--- src/rtl/irq_pkg.sv ---
`default_nettype none
// ============================================================================
// Module   : irq_pkg
// Purpose  : Shared register offsets, FSM state encoding and CLAIM word layout
//            for the interrupt controller.
// Revision : 1.0 - initial release
// ============================================================================
package irq_pkg;

  // Word offsets inside the 4-word register window
  localparam logic [1:0] IRQ_PENDING = 2'd0;
  localparam logic [1:0] IRQ_MASK    = 2'd1;
  localparam logic [1:0] IRQ_CLAIM   = 2'd2;
  localparam logic [1:0] IRQ_CLEAR   = 2'd3;

  // Controller FSM states
  localparam logic [1:0] ST_IDLE    = 2'd0;
  localparam logic [1:0] ST_ASSERT  = 2'd1;
  localparam logic [1:0] ST_SERVICE = 2'd2;
  localparam logic [1:0] ST_DRAIN   = 2'd3;

  // Position of the valid flag in the CLAIM read word
  localparam int CLAIM_VALID_BIT = 31;

  typedef logic [1:0] irq_addr_t;

  // Build the CLAIM read word: {valid, zeros, id[4:0]}
  function automatic logic [31:0] claim_word(input logic valid, input logic [4:0] id);
    logic [31:0] w;
    w                  = '0;
    w[CLAIM_VALID_BIT] = valid;
    w[4:0]             = id;
    return w;
  endfunction

endpackage
`default_nettype wire

--- src/rtl/irq_prio_enc.sv ---
`default_nettype none
// ============================================================================
// Module   : irq_prio_enc
// Purpose  : Combinational lowest-index priority encoder. Index 0 wins.
// Revision : 1.0 - initial release
// ============================================================================
module irq_prio_enc
  import irq_pkg::*;
#(
  parameter int WIDTH = 8
) (
  input  logic [WIDTH-1:0] req,
  output logic             any,
  output logic [4:0]       id
);

  // Scan from the top down so the lowest set index is the last one written
  always_comb begin
    any = |req;
    id  = '0;
    for (int i = WIDTH - 1; i >= 0; i--) begin
      if (req[i]) begin
        id = 5'(i);
      end
    end
  end

endmodule
`default_nettype wire

--- src/rtl/irq_ctrl.sv ---
`default_nettype none
// ============================================================================
// Module   : irq_ctrl
// Purpose  : Masks and priority-encodes sticky peripheral flags, drives the
//            core interrupt request, and exposes PENDING/MASK/CLAIM/CLEAR
//            through a small register window with one-cycle clear pulses.
// Revision : 1.0 - initial release
// ============================================================================
module irq_ctrl
  import irq_pkg::*;
#(
  parameter int NIRQ = 8
) (
  input  logic            clk,
  input  logic            rst_n,
  input  logic [NIRQ-1:0] flags,
  output logic [NIRQ-1:0] clear,
  output logic            irq,
  input  logic            bus_sel,
  input  logic            bus_wr,
  input  logic [1:0]      bus_addr,
  input  logic [31:0]     bus_wdata,
  output logic [31:0]     bus_rdata,
  output logic            bus_ack
);

  logic [NIRQ-1:0] mask;
  logic [NIRQ-1:0] active;
  logic            any;
  logic [4:0]      win_id;

  logic [1:0]      state;
  logic [1:0]      next_state;
  logic [4:0]      claim_id;
  logic            drain_cnt;

  irq_addr_t       addr;
  logic            accept;
  logic            mask_wr;
  logic            clear_wr;
  logic            claim_rd;
  logic            claim_hit;
  logic [31:0]     flags_ext;
  logic [31:0]     mask_ext;
  logic [31:0]     rdata_next;

  assign active = flags & mask;

  irq_prio_enc #(
    .WIDTH (NIRQ)
  ) u_prio (
    .req (active),
    .any (any),
    .id  (win_id)
  );

  // A request is taken only while no ack is outstanding, so a held select
  // yields one ack every other cycle.
  assign addr      = bus_addr;
  assign accept    = bus_sel & ~bus_ack;
  assign mask_wr   = accept &  bus_wr & (addr == IRQ_MASK);
  assign clear_wr  = accept &  bus_wr & (addr == IRQ_CLEAR);
  assign claim_rd  = accept & ~bus_wr & (addr == IRQ_CLAIM);
  assign claim_hit = claim_rd & (state == ST_ASSERT) & any;

  // Read data mux: zero-extended flag/mask views and the CLAIM word
  always_comb begin
    flags_ext             = '0;
    flags_ext[NIRQ-1:0]   = flags;
    mask_ext              = '0;
    mask_ext[NIRQ-1:0]    = mask;
    rdata_next            = '0;
    if (accept && !bus_wr) begin
      case (addr)
        IRQ_PENDING: rdata_next = flags_ext;
        IRQ_MASK:    rdata_next = mask_ext;
        IRQ_CLAIM:   rdata_next = (state == ST_ASSERT && any) ? claim_word(1'b1, win_id) : '0;
        default:     rdata_next = '0;
      endcase
    end
  end

  // Next-state logic for the assert / service / drain handshake
  always_comb begin
    next_state = state;
    case (state)
      ST_IDLE: begin
        if (any) next_state = ST_ASSERT;
      end
      ST_ASSERT: begin
        if (claim_hit)   next_state = ST_SERVICE;
        else if (!any)   next_state = ST_IDLE;
      end
      ST_SERVICE: begin
        // Only acknowledging the claimed source ends service
        if (clear_wr && bus_wdata[claim_id]) next_state = ST_DRAIN;
      end
      ST_DRAIN: begin
        // Two quiet cycles let the cleared flag fall before re-arbitration
        if (drain_cnt) next_state = ST_IDLE;
      end
      default: next_state = ST_IDLE;
    endcase
  end

  // FSM state, drain counter, claimed id and registered irq
  always_ff @(posedge clk or negedge rst_n) begin
    if (!rst_n) begin
      state     <= ST_IDLE;
      drain_cnt <= 1'b0;
      claim_id  <= '0;
      irq       <= 1'b0;
    end else begin
      state     <= next_state;
      drain_cnt <= (state == ST_DRAIN);
      if (claim_hit) claim_id <= win_id;
      irq       <= (next_state == ST_ASSERT);
    end
  end

  // Mask register and one-cycle clear pulses
  always_ff @(posedge clk or negedge rst_n) begin
    if (!rst_n) begin
      mask  <= '0;
      clear <= '0;
    end else begin
      if (mask_wr) mask <= bus_wdata[NIRQ-1:0];
      clear <= clear_wr ? bus_wdata[NIRQ-1:0] : '0;
    end
  end

  // Registered bus response; data is zero whenever no ack is presented
  always_ff @(posedge clk or negedge rst_n) begin
    if (!rst_n) begin
      bus_ack   <= 1'b0;
      bus_rdata <= '0;
    end else begin
      bus_ack   <= accept;
      bus_rdata <= rdata_next;
    end
  end

endmodule
`default_nettype wire

--- config.mk ---
export PLATFORM = sky130hd
export DESIGN_NAME = irq_ctrl
export DESIGN_NICKNAME = d
export VERILOG_FILES = /design/src/rtl/irq_pkg.sv /design/src/rtl/irq_prio_enc.sv /design/src/rtl/irq_ctrl.sv
export SDC_FILE = /design/constraint.sdc
export NUM_CORES = 1
export LEC_CHECK = 0
export BUFFER_PORTS_ARGS = -buffer_cell sky130_fd_sc_hd__buf_2
export CAP_MARGIN = 25
export CORE_MARGIN = 1
export CORE_UTILIZATION = 40
export DETAILED_ROUTE_END_ITERATION = 12
export PLACE_DENSITY = 0.84
export SETUP_SLACK_MARGIN = 0.3
export SKIP_LAST_GASP = 1
export SYNTH_ARGS = -nofsm -noshare
export SYNTH_HDL_FRONTEND = slang
export SYNTH_SLANG_ARGS = --single-unit
--- constraint.sdc ---
create_clock -name clk -period 1.3 [get_ports clk]
set_input_delay 0.195 -clock clk [delete_from_list [all_inputs] [get_ports clk]]
set_output_delay 0.195 -clock clk [all_outputs]
set_load 0.01 [all_outputs]
==> tab_implementation.tex <==
\begin{tabular}{lr}
\hline
Metric & Value \\
\hline
\multicolumn{2}{l}{\textbf{Run status}} \\
Run status & finished, violations left \\
Violated checks & setup timing \\
\multicolumn{2}{l}{\textbf{Logic synthesis}} \\
Synth warnings & 0 \\
Mapped Cells & 145 \\
Count of flip-flops with a built-in enable after synthesis & 0 \\
Main flop type after synthesis & sky130\_fd\_sc\_hd\_\_dfrtp\_1 \\
Leading post-synthesis cells by cell area & sky130\_fd\_sc\_hd\_\_dfrtp\_1 (48\%), sky130\_fd\_sc\_hd\_\_buf\_4 (11\%), sky130\_fd\_sc\_hd\_\_mux2i\_1 (5.9\%), sky130\_fd\_sc\_hd\_\_mux2\_2 (5.3\%), sky130\_fd\_sc\_hd\_\_and2\_1 (4.0\%) \\
Count of cell types in the netlist & 42 \\
Post-synthesis instance area & 1710 sq um \\
Top cell type's share of synthesized area & 0.484 \\
Synth async-reset ratio & 1.00 \\
Syn Area/Cell & 11.8 sq um \\
Post-synthesis sequential area ratio & 0.484 \\
Total of flip-flops plus latches after synthesis & 33 \\
Biggest area consumer among synthesized cells & sky130\_fd\_sc\_hd\_\_dfrtp\_1 \\
\multicolumn{2}{l}{\textbf{Clocking}} \\
Max Root-Sink Buffers & 2 \\
Root buffer cell & sky130\_fd\_sc\_hd\_\_clkbuf\_8 \\
Number of buffers added by the clock tree synthesis step & 5 \\
Clock tree from TritonCTS & done \\
Clock latency on the worst-skew pair & 0.29 ns \\
Clk pin slew, worst setup/hold paths & 0.08 ns \\
H-tree depth & 2 \\
Number of clock sinks seen by CTS & 33 \\
\multicolumn{2}{l}{\textbf{Placement}} \\
Placement-stage worst setup slack & -0.135 ns \\
Final estimated routing congestion in global placement & 0.838 \\
IO Port Bufs & 40 \\
Post-detailed-placement half-perimeter wirelength & 2820 um \\
Placed insts & 263 \\
\multicolumn{2}{l}{\textbf{Critical path}} \\
Critical path launch point type & flip-flop \\
First element of the critical path & claim\_id[1] \\
Worst Path Required & 1.47 ns \\
Setup CP Type & flip-flop to flip-flop \\
Reg2Reg Launch Point & claim\_id[1] \\
Nature of the critical path endpoint & flip-flop \\
Critical path peak fanout & 6 \\
Flop-to-flop setup slack & -0.13 ns \\
Signal arrival time at the worst endpoint & 1.60 ns \\
\multicolumn{2}{l}{\textbf{Global route}} \\
Overall overflow remaining after global route & 0 \\
Initial antenna violation count & 0 \\
Number of global-route vias before repair & 1,211 \\
Wire length of the first global-routing pass & 5740 um \\
Maximum number of pins on one net before global-route repair & 24 \\
Overall routing resource usage & 0.181 \\
\multicolumn{2}{l}{\textbf{Worst hold path}} \\
HP Class & input pin to flip-flop \\
Beginning of the worst hold path & bus\_wdata[7] \\
\multicolumn{2}{l}{\textbf{Floorplanning}} \\
Starting Density & 0.420 \\
Die Area & 4530 sq um \\
I/O Pins & 88 \\
Die width & 67.3 um \\
Die height & 67.3 um \\
Core area & 4060 sq um \\
Placement Rows & 23 \\
\multicolumn{2}{l}{\textbf{Cells and area}} \\
Filler Cells Inserted & 366 \\
Area growth, synth to finish & 40.2\% \\
Register Area & 828 sq um \\
Most frequent cells in the layout & sky130\_fd\_sc\_hd\_\_buf\_2 (34), sky130\_fd\_sc\_hd\_\_dfrtp\_1 (31), sky130\_fd\_sc\_hd\_\_buf\_4 (28) \\
Multi-input logic area & 865 sq um \\
Number of antenna cells inserted & 0 \\
Post-layout nets & 269 \\
Commonest non-fill, non-tap cell in the layout & sky130\_fd\_sc\_hd\_\_buf\_2 \\
Non-filler instance count after layout & 274 \\
Fraction of final layout cells sized beyond drive strength 1 & 0.522 \\
\multicolumn{2}{l}{\textbf{Timing}} \\
Min Hold Slack & 0.144 ns \\
Top achievable clock speed & 698 MHz \\
Setup repair after global routing missed its margin & true \\
Final Worst Setup Slack & -0.134 ns \\
Final slew viol count & 0 \\
Post-route minimum period & 1.43 ns \\
Clock tree skew after final layout & 0.0103 ns \\
Post-route clock period utilization & 1.10 \\
Final Hold Violating Endpoints & 0 \\
Setup-violating endpoint count in the final report & 12 \\
\multicolumn{2}{l}{\textbf{Routing}} \\
Number of DRC markers after the initial detailed-route iteration & 52 \\
Number of DRC violations after detailed routing & 0 \\
Wire length reported by the detailed router & 3640 um \\
Number of antenna-violating nets in the routed design & 0 \\
Wire length per cell & 13.3 um \\
Via/cell ratio & 4.56 \\
Number of search-and-repair iterations in the first detailed-routing pass & 4 \\
Detailed-route via count & 1,250 \\
\multicolumn{2}{l}{\textbf{Pwr}} \\
Static Leak & 0.00125 uW \\
VDD IR-drop max & 0.000565 V \\
Total power of the final layout & 3210 uW \\
Power Density & 1340 nW/um\^{}2 \\
\multicolumn{2}{l}{\textbf{Run}} \\
Max Cap Violations & 0 \\
\hline
\end{tabular}
## final cells by class
type                            instances  share of cell area
Clock buffer                            5              0.0288
Clock inverter                          3             0.00942
Inverter                                3             0.00576
Multi-Input combinational cell        105               0.362
Sequential cell                        33               0.346
Tap cell                               50              0.0262
Timing Repair Buffer                   75               0.222
## stage by stage
step | setup TNS, ns | instance area (sq um) | util
floorplan | -0.483 | 1850 | -
global placement | -0.456 | 2170 | 0.534
detailed placement | -0.753 | 2170 | 0.534
CTS | -0.570 | 2330 | 0.574
global route | -1.48 | 2390 | 0.589
finish | -0.567 | 2390 | 0.589
## synth_stat cells (all sizes together), types with 2 or more instances
| cell type | count |
|---|---|
| nand2 | 9 |
| a21oi | 2 |
| mux2i | 10 |
| nor3b | 2 |
| and2 | 11 |
| buf | 26 |
| nor2 | 7 |
| mux2 | 10 |
| inv | 3 |
| nand3 | 3 |
| dfrtp | 33 |
| a22oi | 5 |
| nor2b | 3 |
| o21ai | 2 |
## cell families (layout without fill, tap and decap cells)
kind of cell,count (synthesis),in the layout,synth area share
buf+inv,29,86,0.125
other cells,1,23,0.00220
mux,20,20,0.129
compound gates,18,18,0.0946
flops,33,33,0.484
simple gates,44,44,0.164
## routing by layer
| metal | wire length [um] | GRT usage | vias up |
|---|---|---|---|
| li1 | - | - | 626 |
| met1 | 1580 | 0.213 | 574 |
| met2 | 1780 | 0.298 | 40 |
| met3 | 203 | 0.0625 | 10 |
| met4 | 80 | 0.0771 | 0 |
| met5 | 0 | 0 | - |
## critical path, cell delays in order, from the launching register on
cell and delay (ns):
sky130_fd_sc_hd__dfrtp_2 0.46, sky130_fd_sc_hd__a2111oi_0 0.43, sky130_fd_sc_hd__a311oi_1 0.11, sky130_fd_sc_hd__a221o_1 0.32
## worst paths after layout
path | to | cells past startpoint
max reg2reg | state[0] | 3
max | state[0] | 3
min | clear[7] | 2
max in group asynchronous | mask[0] | 3
min in group asynchronous | clear[7] | 2
min reg2reg | state[1] | 3
## report_power, final
group | internal (uW) | switching, uW
Clock | 375 | 396
Combinational | 609 | 494
Sequential | 1200 | 136
Total | 2180 | 1030
## flip-flops by register name, summed over array words and instances, names as in the netlist
signal / flops
mask: 8
bus_ack: 1
drain_cnt: 1
clear: 8
claim_id: 3
state: 2
irq: 1
bus_rdata: 9
## timing repair
item | CTS | global route
endpoints found under the hold margin | 21 | 0
resized for setup | 15 | 10
hold buffers | 1 | 0
pin swaps | 4 | 3
buffers inserted | 0 | 2
endpoints found under the setup margin | 34 | 62
Note: power is estimated with default switching activity, not from simulation.
